<file path="src/rtl/aes_block_sequencer_if.sv">
// rtl/aes_block_sequencer_if.sv - plaintext, AES core and ciphertext stream bundle
//
// Signal suffixes are from the sequencer's point of view.
//   in_*   : plaintext words into the sequencer (in_valid_i/in_ready_o/in_data_i)
//   core_* : AES core command/response (core_start_o/core_block_o, core_done_i/core_result_i)
//   out_*  : ciphertext words out of the sequencer (out_valid_o/out_ready_i/out_data_o)
// Modport slave is the sequencer side; modport master is the surrounding system side.

interface aes_block_sequencer_if;
    logic         in_valid_i;
    logic         in_ready_o;
    logic [31:0]  in_data_i;
    logic         core_start_o;
    logic [127:0] core_block_o;
    logic         core_done_i;
    logic [127:0] core_result_i;
    logic         out_valid_o;
    logic         out_ready_i;
    logic [31:0]  out_data_o;

    modport slave (
        input  in_valid_i, in_data_i, core_done_i, core_result_i, out_ready_i,
        output in_ready_o, core_start_o, core_block_o, out_valid_o, out_data_o
    );

    modport master (
        output in_valid_i, in_data_i, core_done_i, core_result_i, out_ready_i,
        input  in_ready_o, core_start_o, core_block_o, out_valid_o, out_data_o
    );
endinterface

</file>
<file path="src/rtl/aes_block_sequencer.sv">
// rtl/aes_block_sequencer.sv - splits a byte-length job into 128-bit AES blocks and streams them
//
// Ports:
//   clk, reset_n (async active-low), clear (sync soft reset)
//   start_i/byte_len_i : job start (accepted only in IDLE) and job length in bytes
//   busy_o, done_o     : job active, one-cycle completion pulse
//   blk_idx_o          : index of the block currently in process
//   bus (slave)        : plaintext in-stream, AES core command/response, ciphertext out-stream
// Build option:
//   AES_BLOCK_SEQ_PADDING_EN : a trailing partial block is fetched and zero-padded;
//                              otherwise trailing bytes (len mod 16) are never touched.

module aes_block_sequencer #(
    parameter int BLK_CNT_W = 28
) (
    input  logic                 clk,
    input  logic                 reset_n,
    input  logic                 clear,
    input  logic                 start_i,
    input  logic [31:0]          byte_len_i,
    output logic                 busy_o,
    output logic                 done_o,
    output logic [BLK_CNT_W-1:0] blk_idx_o,
    aes_block_sequencer_if.slave bus
);
    typedef enum logic [2:0] {S_IDLE, S_LOAD, S_RUN, S_WAIT_CORE, S_DRAIN, S_DONE} state_t;

    state_t               state_q, state_d;
    logic [31:0]          len_q, len_d;
    logic [BLK_CNT_W-1:0] blk_idx_q, blk_idx_d, blk_idx_inc;
    logic [1:0]           word_cnt_q, word_cnt_d;
    logic [1:0]           out_cnt_q, out_cnt_d;
    logic [127:0]         block_q, block_d;
    logic [127:0]         result_q, result_d;
    logic                 in_fire, out_fire, last_word_in;
    logic [31:0]          in_word;

    // Number of blocks in a job of the given length, truncated to the counter width.
    function automatic logic [BLK_CNT_W-1:0] blk_total(input logic [31:0] len);
`ifdef AES_BLOCK_SEQ_PADDING_EN
        logic [32:0] rounded;
        rounded = {1'b0, len} + 33'd15;
        return BLK_CNT_W'(rounded >> 4);
`else
        return BLK_CNT_W'(len >> 4);
`endif
    endfunction

`ifdef AES_BLOCK_SEQ_PADDING_EN
    // Bytes of the job left from the start of the current block; only the final
    // block can have fewer than 16, so only it gets short-fetched and masked.
    logic [31:0] rem_bytes, word_base;
    assign rem_bytes = len_q - (32'(blk_idx_q) << 4);
    assign word_base = 32'({word_cnt_q, 2'b00});

    always_comb begin
        in_word = bus.in_data_i;
        for (int j = 0; j < 4; j++) begin
            if (word_base + 32'(j) >= rem_bytes) in_word[8*j +: 8] = 8'h00;
        end
    end

    assign last_word_in = (word_cnt_q == 2'd3) || (word_base + 32'd4 >= rem_bytes);
`else
    assign in_word      = bus.in_data_i;
    assign last_word_in = (word_cnt_q == 2'd3);
`endif

    assign in_fire     = bus.in_valid_i && (state_q == S_LOAD);
    assign out_fire    = bus.out_ready_i && (state_q == S_DRAIN);
    assign blk_idx_inc = blk_idx_q + BLK_CNT_W'(1);

    always_comb begin
        state_d    = state_q;
        len_d      = len_q;
        blk_idx_d  = blk_idx_q;
        word_cnt_d = word_cnt_q;
        out_cnt_d  = out_cnt_q;
        block_d    = block_q;
        result_d   = result_q;

        unique case (state_q)
            S_IDLE: begin
                if (start_i) begin
                    len_d      = byte_len_i;
                    blk_idx_d  = '0;
                    word_cnt_d = '0;
                    out_cnt_d  = '0;
                    block_d    = '0;
                    state_d    = (blk_total(byte_len_i) == '0) ? S_DONE : S_LOAD;
                end
            end
            S_LOAD: begin
                if (in_fire) begin
                    block_d[{word_cnt_q, 5'd0} +: 32] = in_word;
                    if (last_word_in) begin
                        word_cnt_d = '0;
                        state_d    = S_RUN;
                    end else begin
                        word_cnt_d = word_cnt_q + 2'd1;
                    end
                end
            end
            S_RUN: state_d = S_WAIT_CORE;
            S_WAIT_CORE: begin
                if (bus.core_done_i) begin
                    result_d  = bus.core_result_i;
                    out_cnt_d = '0;
                    state_d   = S_DRAIN;
                end
            end
            S_DRAIN: begin
                if (out_fire) begin
                    out_cnt_d = out_cnt_q + 2'd1;
                    if (out_cnt_q == 2'd3) begin
                        blk_idx_d = blk_idx_inc;
                        if (blk_idx_inc == blk_total(len_q)) begin
                            state_d = S_DONE;
                        end else begin
                            // Fresh block starts from zero so short final blocks are padded.
                            block_d = '0;
                            state_d = S_LOAD;
                        end
                    end
                end
            end
            S_DONE: state_d = S_IDLE;
            default: state_d = S_IDLE;
        endcase

        if (clear) begin
            state_d    = S_IDLE;
            len_d      = '0;
            blk_idx_d  = '0;
            word_cnt_d = '0;
            out_cnt_d  = '0;
            block_d    = '0;
            result_d   = '0;
        end
    end

    always_ff @(posedge clk or negedge reset_n) begin
        if (!reset_n) begin
            state_q    <= S_IDLE;
            len_q      <= '0;
            blk_idx_q  <= '0;
            word_cnt_q <= '0;
            out_cnt_q  <= '0;
            block_q    <= '0;
            result_q   <= '0;
        end else begin
            state_q    <= state_d;
            len_q      <= len_d;
            blk_idx_q  <= blk_idx_d;
            word_cnt_q <= word_cnt_d;
            out_cnt_q  <= out_cnt_d;
            block_q    <= block_d;
            result_q   <= result_d;
        end
    end

    assign busy_o           = (state_q != S_IDLE);
    // clear in the DONE cycle must swallow the pulse, hence the combinational gate.
    assign done_o           = (state_q == S_DONE) && !clear;
    assign blk_idx_o        = blk_idx_q;
    assign bus.in_ready_o   = (state_q == S_LOAD);
    assign bus.core_start_o = (state_q == S_RUN);
    assign bus.core_block_o = block_q;
    assign bus.out_valid_o  = (state_q == S_DRAIN);
    assign bus.out_data_o   = (state_q == S_DRAIN) ? result_q[{out_cnt_q, 5'd0} +: 32] : 32'h0;
endmodule

</file>
<file path="src/flat_wrapper.sv">
// flat-port wrapper written by rule: the top's interface ports become plain ports
module aes_block_sequencer_flat 
#(
    parameter int BLK_CNT_W = 28
)
  (clk, reset_n, clear, start_i, byte_len_i, busy_o, done_o, blk_idx_o, bus_in_valid_i, bus_in_data_i, bus_core_done_i, bus_core_result_i, bus_out_ready_i, bus_in_ready_o, bus_core_start_o, bus_core_block_o, bus_out_valid_o, bus_out_data_o);
  aes_block_sequencer_if bus_i ();
  input  logic clk;
  input  logic reset_n;
  input  logic clear;
  input  logic start_i;
  input  logic [31:0] byte_len_i;
  output logic busy_o;
  output logic done_o;
  output logic [BLK_CNT_W-1:0] blk_idx_o;
  input wire logic [$bits(bus_i.in_valid_i)-1:0] bus_in_valid_i;
  input wire logic [$bits(bus_i.in_data_i)-1:0] bus_in_data_i;
  input wire logic [$bits(bus_i.core_done_i)-1:0] bus_core_done_i;
  input wire logic [$bits(bus_i.core_result_i)-1:0] bus_core_result_i;
  input wire logic [$bits(bus_i.out_ready_i)-1:0] bus_out_ready_i;
  output wire logic [$bits(bus_i.in_ready_o)-1:0] bus_in_ready_o;
  output wire logic [$bits(bus_i.core_start_o)-1:0] bus_core_start_o;
  output wire logic [$bits(bus_i.core_block_o)-1:0] bus_core_block_o;
  output wire logic [$bits(bus_i.out_valid_o)-1:0] bus_out_valid_o;
  output wire logic [$bits(bus_i.out_data_o)-1:0] bus_out_data_o;
  assign bus_i.in_valid_i = bus_in_valid_i;
  assign bus_i.in_data_i = bus_in_data_i;
  assign bus_i.core_done_i = bus_core_done_i;
  assign bus_i.core_result_i = bus_core_result_i;
  assign bus_i.out_ready_i = bus_out_ready_i;
  assign bus_in_ready_o = bus_i.in_ready_o;
  assign bus_core_start_o = bus_i.core_start_o;
  assign bus_core_block_o = bus_i.core_block_o;
  assign bus_out_valid_o = bus_i.out_valid_o;
  assign bus_out_data_o = bus_i.out_data_o;
  aes_block_sequencer #(.BLK_CNT_W(BLK_CNT_W)) u_core (.clk(clk), .reset_n(reset_n), .clear(clear), .start_i(start_i), .byte_len_i(byte_len_i), .busy_o(busy_o), .done_o(done_o), .blk_idx_o(blk_idx_o), .bus(bus_i));
endmodule
</file>
<file path="config.mk">
export PLATFORM = sky130hd
export DESIGN_NAME = aes_block_sequencer_flat
export DESIGN_NICKNAME = d
export VERILOG_FILES = /design/src/rtl/aes_block_sequencer_if.sv /design/src/rtl/aes_block_sequencer.sv /design/src/flat_wrapper.sv
export SDC_FILE = /design/constraint.sdc
export NUM_CORES = 1
export LEC_CHECK = 0
export ABC_AREA = 1
export BUFFER_PORTS_ARGS = -buffer_cell sky130_fd_sc_hd__buf_2
export CORE_MARGIN = 2
export CORE_UTILIZATION = 55
export CTS_CLUSTER_SIZE = 25
export DETAILED_ROUTE_END_ITERATION = 8
export PLACE_DENSITY = 0.83
export SETUP_SLACK_MARGIN = 0.1
export SYNTH_ARGS = -nofsm -noshare
export SYNTH_HDL_FRONTEND = slang
export SYNTH_SLANG_ARGS = --single-unit
</file>
<file path="constraint.sdc">
create_clock -name clk -period 4.8 [get_ports clk]
set_input_delay 1.2 -clock clk [delete_from_list [all_inputs] [get_ports clk]]
set_output_delay 1.2 -clock clk [all_outputs]
set_load 0.1 [all_outputs]
</file>
Word-level counts from Yosys, hierarchy flattened:

Cells that the tools add are included.

* bits in registers: 323
* input bits: 199
* output and inout bits: 193
* word-level logic and storage cells: 90

* add/sub/neg operators: 4
* equality and inequality tests: 15
* shifts and indexed selects: 3
* multiplexer cells: 39
* reductions and logical operators: 22

Operator list (count)
* $mux W128: 9
* $pmux W128 S3: 1
* $bwmux W128: 1
* $mux W32: 4
* $shift A32 B9 Y128 const A: 1
* $shiftx A128 B8 Y32: 1
* $shiftx A32 B9 Y128: 1
* $mux W28: 4
* $pmux W28 S2: 1
* $add A28 B1 Y28 const B: 1
* $eq A28 B28 Y1: 1
* $logic_not A28 Y1: 1
* $mux W3: 9
* $pmux W3 S5: 1
* $mux W2: 7
* $ne A3 B2 Y1 const B: 4
* $reduce_and A6 Y1: 2
* $ne A3 B3 Y1 const B: 3
* $neg A7 Y9: 1
* $reduce_bool A3 Y1: 3
* $reduce_and A4 Y1: 2
* $reduce_bool A2 Y1: 4
* $reduce_bool A4 Y1: 2
* $eq A3 B2 Y1 const B: 2
* 11 further kinds: 17

Logic depth before layout (Yosys ltp):

Gate-level depths: netlist (run 1).

* depth after elaboration: 7
* depth in mapped cells: 19
* depth with buffers taken out: 18

Worst setup path before layout (run 1):

Ideal clock, no wire load.

* kind: input to output
* start point: in clear
* end point: out done_o
* arrival: 4.527 ns
* required time: 3.600 ns
* setup slack: -0.927 ns
* stages: 3
* buffers on the path: 2
* cells stage by stage: clkbuf_1 > clkbuf_1 > nor4_1

* word-level cells in the longest chain between the ends: 2

Ends and longest elaborated chain
* start: declaration: RTL line flat_wrapper.sv:10 `input logic clear;`
* $logic_not A1 Y1: RTL line aes_block_sequencer.sv:164 `assign done_o = (state_q == S_DONE) && !clear;`
* $logic_and A1 B1 Y1: RTL line aes_block_sequencer.sv:164
* end: declaration: RTL line flat_wrapper.sv:14 `output logic done_o;`

Every way passes these cells.

Worst setup path in the final report (run 1):

* start point: reg u_core.out_cnt_q[0]
* end point: out bus_out_data_o[10]

* word-level cells in the longest chain between the ends: 2

Ends and longest elaborated chain
* start: declaration: RTL line aes_block_sequencer.sv:32 `logic [1:0] out_cnt_q, out_cnt_d;`
* start signal: assignment: RTL line aes_block_sequencer.sv:156 `out_cnt_q <= out_cnt_d;`
* $shiftx A128 B8 Y32: RTL line aes_block_sequencer.sv:170 `assign bus.out_data_o = (state_q == S_DRAIN) ? result_q[{out_cnt_q, 5'd0} +: 32] : 32'h0;`
* $mux W32: RTL line aes_block_sequencer.sv:170
* end: declaration: RTL line flat_wrapper.sv:25 `output wire logic [$bits(bus_i.out_data_o)-1:0] bus_out_data_o;`

Every way passes these cells.

==> impl_metrics.py, run 1 <==
metrics = {
    "global_route": {
        "grt_pass1_vias": 15800,
        "antenna_found_initial": 10,
        "overflow": 0,
        "grt_max_degree": 129,
        "track_usage_pct": 34.0,
        "grt_pass1_wl_mm": 84.0,
    },
    "worst_setup_path": {
        "cp-end-kind": "primary output",
        "r2r_end": "u_core.bus.core_block_o[57]",
        "rr_worst_depth": 10,
        "crit_type": "reg2out",
        "reg2reg_slack_ps": 1010,
        "slowest_stage": "clkinv_1",
        "critPathLaunchType": "flip-flop",
        "r2r_start": "u_core.word_cnt_q[0]",
        "cp.required_ps": 3600,
        "cp_max_fo": 44,
        "path_cells": "clkinv_1 -> buf_12 -> a21oi_1 -> o21ai_0 -> a21oi_1 -> buf_2",
        "critPathMaxStageDelay_ps": 500,
        "worst_ep_arrival_time_ps": 2820,
        "cpMostUsedCell": "a21oi_1",
    },
    "synthesis": {
        "async_reset_ff_share_pct": 100,
        "synth_ff_type": "dfrtp_1",
        "synth_cell_type_count": 35,
        "syn_nets": 2324,
        "synth_compound_area_share_pct": 11.7,
        "synth_edf_count": 0,
        "avgSynthCellArea_um2": 7.68,
        "yosys.area_share.adder_pct": 0.461,
        "synth.mux.area_fraction_pct": 0,
        "ys.warnings.count": 0,
        "synthCells": 2119,
        "yosys.area_share.simple_pct": 28.1,
        "ys_ff_latch": 319,
        "synth_top_family_by_area": "simple AND/OR/NAND/NOR gates",
        "synth-seq-area-share_pct": 49.0,
        "synthXorXnorAreaFrac_pct": 0.438,
        "syn_area_mm2": 0.0163,
    },
    "min_path": {
        "hold_path_class": "reg2reg",
        "min_from": "u_core.bus.core_block_o[112]",
        "min_delay_worst_endpoint": "u_core.bus.core_block_o[112]",
        "holdPathStages": 2,
    },
    "power_and_ir_drop": {
        "power_density_mw_per_mm2": 441,
        "vdd_drop_max_mv": 0.376,
        "power_frac_comb_pct": 32.9,
        "p_seq_share_pct": 35.4,
        "netSwitchingFraction_pct": 41.4,
        "leakage_uw": 0.00984,
        "clkPwrFrac_pct": 31.7,
        "intPower_uw": 5050,
        "switchingPower_uw": 3570,
    },
    "sta": {
        "whs_ps": 463,
        "relSlewSlack_pct": 30.2,
        "max_freq_mhz": 249,
        "finClkSkew_ps": 23.5,
        "drv_slew": 0,
        "finalSetupViolCount": 0,
        "tns_ps": 0,
        "rsz0062_at_grt": "no",
        "setup_ws_ps": 784,
        "worst_pin_slew_ps": 1040,
        "hold_viol": 0,
        "fin_crit_sh_pct": 83.7,
        "layout_min_cycle_time_ps": 4020,
    },
    "cells_and_area": {
        "layout_commonest_cell": "nand2_1",
        "seq_area_mm2": 0.00798,
        "drive_above_1_share_pct": 20.4,
        "final_cell_mix": "nand2_1, buf_2, dfrtp_1, inv_1, o21ai_0",
        "fin_nets": 2628,
        "multi_input_area_mm2": 0.00666,
        "fillCellCount": 2407,
        "fin_area_mm2": 0.0196,
        "areaGrowthSynthToFinish_pct": 20.2,
    },
    "clock_network": {
        "cts.repair.resized": 0,
        "clock_latency_ps": 530,
        "cts_setup_buffers": 0,
        "cts_root_buf": "clkbuf_16",
        "cts_tree": "built",
        "ctsHoldBuffers": 0,
        "cts_num_sinks": 319,
        "numCtsBuffers": 35,
        "clk_pin_slew_ps": 60,
        "clk_path_buf_depth": 3,
        "htree_levels": 2,
    },
    "run_status": {
        "status": "completed",
    },
    "die": {
        "initial_core_util_pct": 56.3,
        "num_rows": 62,
        "die-height_um": 176,
        "die_width_um": 176,
        "core_area_mm2": 0.0289,
        "die_area_mm2": 0.0310,
        "pin_count": 392,
    },
    "drt": {
        "wirelength_mm": 54.2,
        "top_layer": "met5",
        "vias_per_cell": 5.92,
        "drt_iter0_drc": 2061,
        "wl_met2_mm": 25.2,
        "ant_nets": 0,
        "met3_length_mm": 5.53,
        "post_drt_wl_per_cell_um": 19.1,
        "vias": 16800,
        "first_pass_iters": 9,
        "drc": 0,
        "wl_met1_mm": 20.4,
    },
    "placed_design": {
        "globalplace.congestion": 0.908,
        "dp_hpwl_mm": 37.1,
        "placed_area_mm2": 0.0184,
        "portBuffers": 387,
        "pre_cts_ws_ps": 800,
    },
    "job": {
        "drv_cap": 0,
    },
}
per-stage QoR:
| step | cells | power (uW) | utilization (%) |
|---|---|---|---|
| after floorplan | 2119 | 5160 | - |
| after global placement | 2770 | 5800 | 63.6 |
| after detailed placement | 2770 | 5860 | 63.6 |
| after CTS | 2829 | 8580 | 67.5 |
| after global routing | 2837 | 8960 | 67.6 |
| final | 2838 | 8620 | 67.6 |
worst max path at each step:
stage | end | from
floorplan | bus_out_data_o[10] | u_core.state_q[1]
global placement | u_core.bus.core_block_o[106] | clear
detailed placement | u_core.bus.core_block_o[124] | clear
CTS | bus_out_data_o[10] | u_core.out_cnt_q[0]
global route | u_core.bus.core_block_o[122] | u_core.blk_idx_o[0]
finish | bus_out_data_o[10] | u_core.out_cnt_q[0]
synth_stat cells, types with 8 or more instances:
cell        n  area [um^2]
inv_1     267         1000
nand4_1   156          976
o21ai_0   215         1080
nor2_1    107          402
nand3_1   199          996
a21oi_1    99          495
buf_2      33          165
dfrtp_1   319         7980
clkbuf_1  110          413
nand2_1   426         1600
o22ai_1    41          257
buf_1       8         30.0
nor4_1      9         56.3
nor3_1     79          395
cell families after synthesis:
group,Yosys count
compound gates,366
xor+xnor,5
fa+ha+maj,6
buf+inv,427
flops,319
simple gates,996
layer usage:
layer	up-vias	global-route usage, %
met3	185	7.41
met5	-	0
met1	7960	43.9
met4	2	18.4
met2	975	53.8
li1	7680	-
worst max-delay path, delay by kind of cell (launching register included):
family / cells / cell delay (ps)
buffers and inverters: 3 / 1400
AO/OA/AOI/OAI: 3 / 540
flip-flops: 1 / 350
power groups by stage:
stage          registers (uW)  logic, uW  clock network [uW]
3_3_place_gp             3080       2720                   0
5_1_grt                  3070       3040                2850
4_1_cts                  3050       2790                2740
6_report                 3050       2840                2730
2_1_floorplan            3570       1590                   0
3_5_place_dp             3090       2770                   0
registers in the layout (all words and copies together), names as in the netlist:
name and count:
u_core.bus.core_block_o 128, u_core.out_cnt_q 2, u_core.word_cnt_q 2, u_core.state_q 3, u_core.result_q 128, u_core.blk_idx_o 28
u_core.len_q 28
cell type report:
class | instances | area share (%)
inverters | 273 | 5.25
clock buffers | 47 | 5.07
repair buffers | 421 | 11.4
multi-input cells | 1373 | 34.1
diodes | 9 | 0.115
well taps | 384 | 2.46
clock inverters | 12 | 0.780
flip-flops and latches | 319 | 40.8
Note: power is estimated with default switching activity, not from simulation.
==> inputs of run 2 (changes only) <==
CORE_UTILIZATION = 54   (was 55)
PLACE_DENSITY = 0.81   (was 0.83)
clock period = 3.7 ns   (was 4.8 ns; I/O delays follow)
==> run 2 against run 1 <==
Clock-buffer cell count up 8. Total power increased by 30%. Non-clock buffer count is 9 higher. Register-to-register slack got worse by 510 ps. Sequential cell count unchanged. Die area grew 1.8%. Combinational power is 37% higher. Core utilization rose by 0.85 points. Sequential share of layout area is 1.5 points lower. Clock power up 25%. Worst hold slack better by 1.7 ps. Final cell count increased by 0.56%. Critical endpoint is now bus_out_data_o[5]. Largest cell class unchanged. Largest power group unchanged.
==> impl_metrics.py, run 2 (synthesized netlist as in run 1, its figures left out) <==
metrics = {
    "run_status": {
        "status": "completed",
    },
    "die": {
        "die-height_um": 178,
        "num_rows": 63,
        "pin_count": 392,
        "die_width_um": 178,
        "core_area_mm2": 0.0296,
        "initial_core_util_pct": 54.9,
        "die_area_mm2": 0.0316,
    },
    "sta": {
        "layout_min_cycle_time_ps": 3530,
        "hold_viol": 0,
        "max_freq_mhz": 283,
        "finalSetupViolCount": 0,
        "fin_crit_sh_pct": 95.4,
        "rsz0062_at_grt": "yes",
        "relSlewSlack_pct": 28.7,
        "drv_slew": 0,
        "finClkSkew_ps": 17.8,
        "worst_pin_slew_ps": 1070,
    },
    "power_and_ir_drop": {
        "vdd_drop_max_mv": 0.398,
        "leakage_uw": 0.00997,
        "total_power_uw": 11300,
        "power_density_mw_per_mm2": 555,
    },
    "clock_network": {
        "cts.repair.resized": 0,
        "ctsHoldBuffers": 0,
        "numCtsBuffers": 35,
        "clk_path_buf_depth": 3,
        "clock_latency_ps": 510,
        "cts_num_sinks": 319,
        "cts_setup_buffers": 0,
        "cts_root_buf": "clkbuf_16",
        "htree_levels": 2,
        "clk_pin_slew_ps": 60,
        "cts_tree": "built",
    },
    "job": {
        "drv_cap": 0,
    },
    "drt": {
        "drt_iter0_drc": 2034,
        "first_pass_iters": 5,
        "post_drt_wl_per_cell_um": 19.2,
        "ant_nets": 0,
        "vias_per_cell": 5.91,
        "wirelength_mm": 54.7,
        "vias": 16900,
        "drc": 0,
    },
    "global_route": {
        "grt_pass1_wl_mm": 85.4,
        "track_usage_pct": 34.2,
        "grt_pass1_vias": 16000,
        "grt_max_degree": 144,
        "overflow": 0,
        "antenna_found_initial": 16,
    },
    "cells_and_area": {
        "areaGrowthSynthToFinish_pct": 24.6,
        "final_cell_mix": "nand2_1, buf_2, dfrtp_1, inv_1, o21ai_0",
        "drive_above_1_share_pct": 22.0,
        "final_core_util_pct": 68.5,
        "fin_nets": 2637,
        "layout_commonest_cell": "nand2_1",
    },
    "placed_design": {
        "portBuffers": 387,
        "dp_hpwl_mm": 37.5,
        "globalplace.congestion": 0.962,
    },
    "worst_setup_path": {
        "critPathLaunchType": "flip-flop",
        "r2r_start": "u_core.word_cnt_q[0]",
        "worst_ep_arrival_time_ps": 2600,
        "crit_type": "reg2out",
        "cp-end-kind": "primary output",
        "cp.required_ps": 2770,
        "cp_max_fo": 66,
        "worstSetupStartpoint": "u_core.out_cnt_q[0]",
    },
    "min_path": {
        "hold_path_class": "in2async",
    },
}
==> run 2: cell types whose count changed in the layout (fill, tap and decap cells not counted), sizes merged <==
cell | previous run | this run
clkbuf | 47 | 55
diode | 9 | 10
clkinv | 9 | 5
clkinvlp | 1 | 0
bufinv | 3 | 0
buf | 421 | 430
==> run 2: per-layer routing <==
metal	wire length, um	global-route usage (%)
met5	97	0
met4	2900	16.7
met3	5550	7.39
met2	25600	55.1
met1	20600	43.9
==> run 2: stage by stage <==
step           setup TNS, ps  worst slack (ps)  hold slack [ps]  instances  area, um^2
6_report                   0               172              465       2854       20300
5_1_grt                    0              93.2              488       2850       20300
4_1_cts                    0               170              468       2844       20300
3_5_place_dp               0               213              454       2785       19200
3_3_place_gp               0               351              448       2785       19200
2_1_floorplan          -3200              -107              500       2119       16400
==> run 2: critical path: stages, from the launching register on <==
cell     delay, ps
dfrtp_2        410
inv_2          750
o21ai_0        400
a21oi_2        300
buf_12         210
==> run 2: final cells by class <==
| type | instances | area, um^2 |
|---|---|---|
| Sequential cell | 319 | 7980 |
| Inverter | 273 | 1030 |
| Tap cell | 390 | 488 |
| Fill cell | 2456 | 9350 |
| Clock inverter | 4 | 23.8 |
| Multi-Input combinational cell | 1373 | 6800 |
| Timing Repair Buffer | 430 | 2850 |
| Clock buffer | 55 | 1080 |
| Antenna cell | 10 | 25.0 |
==> run 2: power breakdown <==
group	leakage, uW	total [uW]	internal (uW)	switching, uW
sequential	0.00442	3960	3780	182
clock	0.000547	3410	2000	1410
combinational	0.00500	3880	791	3090
total	0.00997	11300	6570	4680
==> run 2: path summary, 6_finish.rpt <==
| kind | cells after the start | to | slack [ps] |
|---|---|---|---|
| setup / recovery | 4 | bus_out_data_o[5] | 170 |
| hold / removal | 1 | u_core.blk_idx_o[1] | 470 |
| setup reg to reg | 10 | u_core.bus.core_block_o[58] | 500 |
| hold reg to reg | 2 | u_core.bus.core_block_o[86] | 470 |
| max in group asynchronous | 2 | u_core.result_q[123] | 2330 |
| min in group clk | 2 | u_core.bus.core_block_o[86] | 470 |
==> inputs of run 3 (changes only) <==
CORE_UTILIZATION = 49   (was 54)
PLACE_DENSITY = 0.78   (was 0.81)
REMOVE_ABC_BUFFERS = 1   (was not set)
clock period = 3.2 ns   (was 3.7 ns; I/O delays follow)
==> run 3 against run 2 <==
Setup slack improved by 9.8 ps. Non-clock buffer count rose by 19. Global-route usage fell by 3.6 points. Clock-buffer cell count fell by 1. Die area rose by 10%. Sequential cell count did not move. Core utilization fell by 4.6 points. Critical endpoint is now bus_out_data_o[4]. Largest power group is now combinational logic.
==> impl_metrics.py, run 3 (synthesized netlist as in run 1, its figures left out) <==
metrics = {
    "die": {
        "num_rows": 66,
        "pin_count": 392,
        "die_area_mm2": 0.0347,
        "core_area_mm2": 0.0326,
        "initial_core_util_pct": 49.9,
        "die-height_um": 186,
        "die_width_um": 186,
    },
    "power_and_ir_drop": {
        "netSwitchingFraction_pct": 41.7,
        "clkPwrFrac_pct": 30.8,
        "p_seq_share_pct": 33.2,
        "power_density_mw_per_mm2": 659,
        "switchingPower_uw": 5710,
        "intPower_uw": 7990,
        "vdd_drop_max_mv": 0.537,
        "power_frac_comb_pct": 36.1,
        "leakage_uw": 0.0102,
    },
    "cells_and_area": {
        "drive_above_1_share_pct": 22.8,
        "areaGrowthSynthToFinish_pct": 27.9,
        "instances_no_fill": 2933,
        "fin_nets": 2659,
        "fillCellCount": 2800,
        "final_cell_mix": "nand2_1, buf_2, dfrtp_1, inv_1, o21ai_0",
        "fin_area_mm2": 0.0208,
        "layout_commonest_cell": "nand2_1",
    },
    "clock_network": {
        "numCtsBuffers": 37,
        "cts_num_sinks": 319,
        "ctsHoldBuffers": 0,
        "cts_root_buf": "clkbuf_16",
        "htree_levels": 2,
        "clk_pin_slew_ps": 60,
        "clk_path_buf_depth": 3,
        "cts_tree": "built",
        "clock_latency_ps": 530,
    },
    "placed_design": {
        "pre_cts_ws_ps": 147,
        "globalplace.congestion": 0.935,
        "placed_area_mm2": 0.0193,
        "dp_hpwl_mm": 36.6,
        "portBuffers": 387,
        "dp_cells": 2850,
    },
    "drt": {
        "wl_met1_mm": 21.7,
        "wirelength_mm": 54.8,
        "post_drt_wl_per_cell_um": 18.7,
        "drc": 0,
        "first_pass_iters": 5,
        "vias": 16700,
        "met3_length_mm": 5.03,
        "vias_per_cell": 5.69,
        "wl_met2_mm": 25.9,
        "top_layer": "met5",
        "ant_nets": 0,
        "drt_iter0_drc": 1636,
    },
    "sta": {
        "max_freq_mhz": 331,
        "rsz0062_at_grt": "yes",
        "setup_ws_ps": 181,
        "worst_pin_slew_ps": 747,
        "drv_slew": 0,
        "tns_ps": 0,
        "finalSetupViolCount": 0,
        "finClkSkew_ps": 31.7,
        "relSlewSlack_pct": 50.2,
        "layout_min_cycle_time_ps": 3020,
        "hold_viol": 0,
        "fin_crit_sh_pct": 94.3,
    },
    "global_route": {
        "grt_max_degree": 144,
        "antenna_found_initial": 14,
        "grt_pass1_vias": 15800,
        "overflow": 0,
        "track_usage_pct": 30.7,
        "grt_pass1_wl_mm": 83.9,
    },
    "worst_setup_path": {
        "cp-end-kind": "primary output",
        "crit_type": "reg2out",
        "critPathLaunchType": "flip-flop",
        "worst_ep_arrival_time_ps": 2220,
        "cp_max_fo": 31,
        "cp.required_ps": 2400,
    },
    "min_path": {
        "hold_path_class": "in2async",
    },
    "run_status": {
        "status": "completed",
    },
    "job": {
        "drv_cap": 0,
    },
}
run 3: cell types whose count changed in the layout (fill, tap and decap cells not counted), sizes merged:
cell / change
inv: +2
nand3: +1
diode: +2
bufinv: +2
clkinv: +2
buf: +18
run 3: routing by layer:
| layer | track usage [%] | vias to the layer above |
|---|---|---|
| li1 | - | 7742 |
| met1 | 40.2 | 7910 |
| met2 | 48.8 | 877 |
| met3 | 7.22 | 149 |
| met4 | 13.3 | 6 |
| met5 | 0 | - |
run 3: per-stage QoR:
step           power, uW  utilization (%)  hold WS (ps)
2_1_floorplan       7440                -           500
3_3_place_gp        9160             59.0           451
3_5_place_dp        9230             59.0           453
4_1_cts            13500             63.1           234
5_1_grt            14200             63.8           258
6_report           13700             63.8           232
run 3: power groups by stage:
stage / logic (uW) / clock network [uW] / registers (uW)
4_1_cts: 4670 / 4280 / 4540
3_5_place_dp: 4620 / 0 / 4610
2_1_floorplan: 2070 / 0 / 5370
5_1_grt: 5200 / 4460 / 4580
6_report: 4940 / 4220 / 4550
3_3_place_gp: 4570 / 0 / 4600
run 3: worst paths after layout:
kind                                                  start                     endpoint  slack, ps  cells past startpoint
worst max register to register          u_core.blk_idx_o[1]  u_core.bus.core_block_o[26]        320                     17
max in group asynchronous                           reset_n             u_core.len_q[17]       2140                      2
worst max-delay path                      u_core.state_q[1]            bus_out_data_o[4]        180                      7
worst min register to register  u_core.bus.core_block_o[56]  u_core.bus.core_block_o[56]        470                      2
worst min-delay path                                reset_n          u_core.result_q[63]        230                      1
min in group clk                u_core.bus.core_block_o[56]  u_core.bus.core_block_o[56]        470                      2
run 3: what timing repair did:
action | 4_1_cts | 5_1_grt
gates resized for setup | 33 | 25
pin swaps | 0 | 1
gates cloned | 0 | 2
setup endpoints to repair | 31 | 133
setup buffers | 0 | 5
run 3: final cells by class:
cell class / instances / area (um^2) / area share (%)
inverters: 273 / 1030 / 4.94
multi-input cells: 1374 / 6870 / 33.0
well taps: 442 / 553 / 2.66
diodes: 12 / 30.0 / 0.144
flip-flops and latches: 319 / 7980 / 38.4
clock inverters: 10 / 130 / 0.625
repair buffers: 449 / 3140 / 15.1
clock buffers: 54 / 1080 / 5.19
run 3: critical path: stages, from the launching register on:
cell and delay (ps):
dfrtp_1 420, nor2_1 210, inv_2 100, nor2_2 180, inv_2 90, buf_6 250, a21oi_2 250, buf_12 210
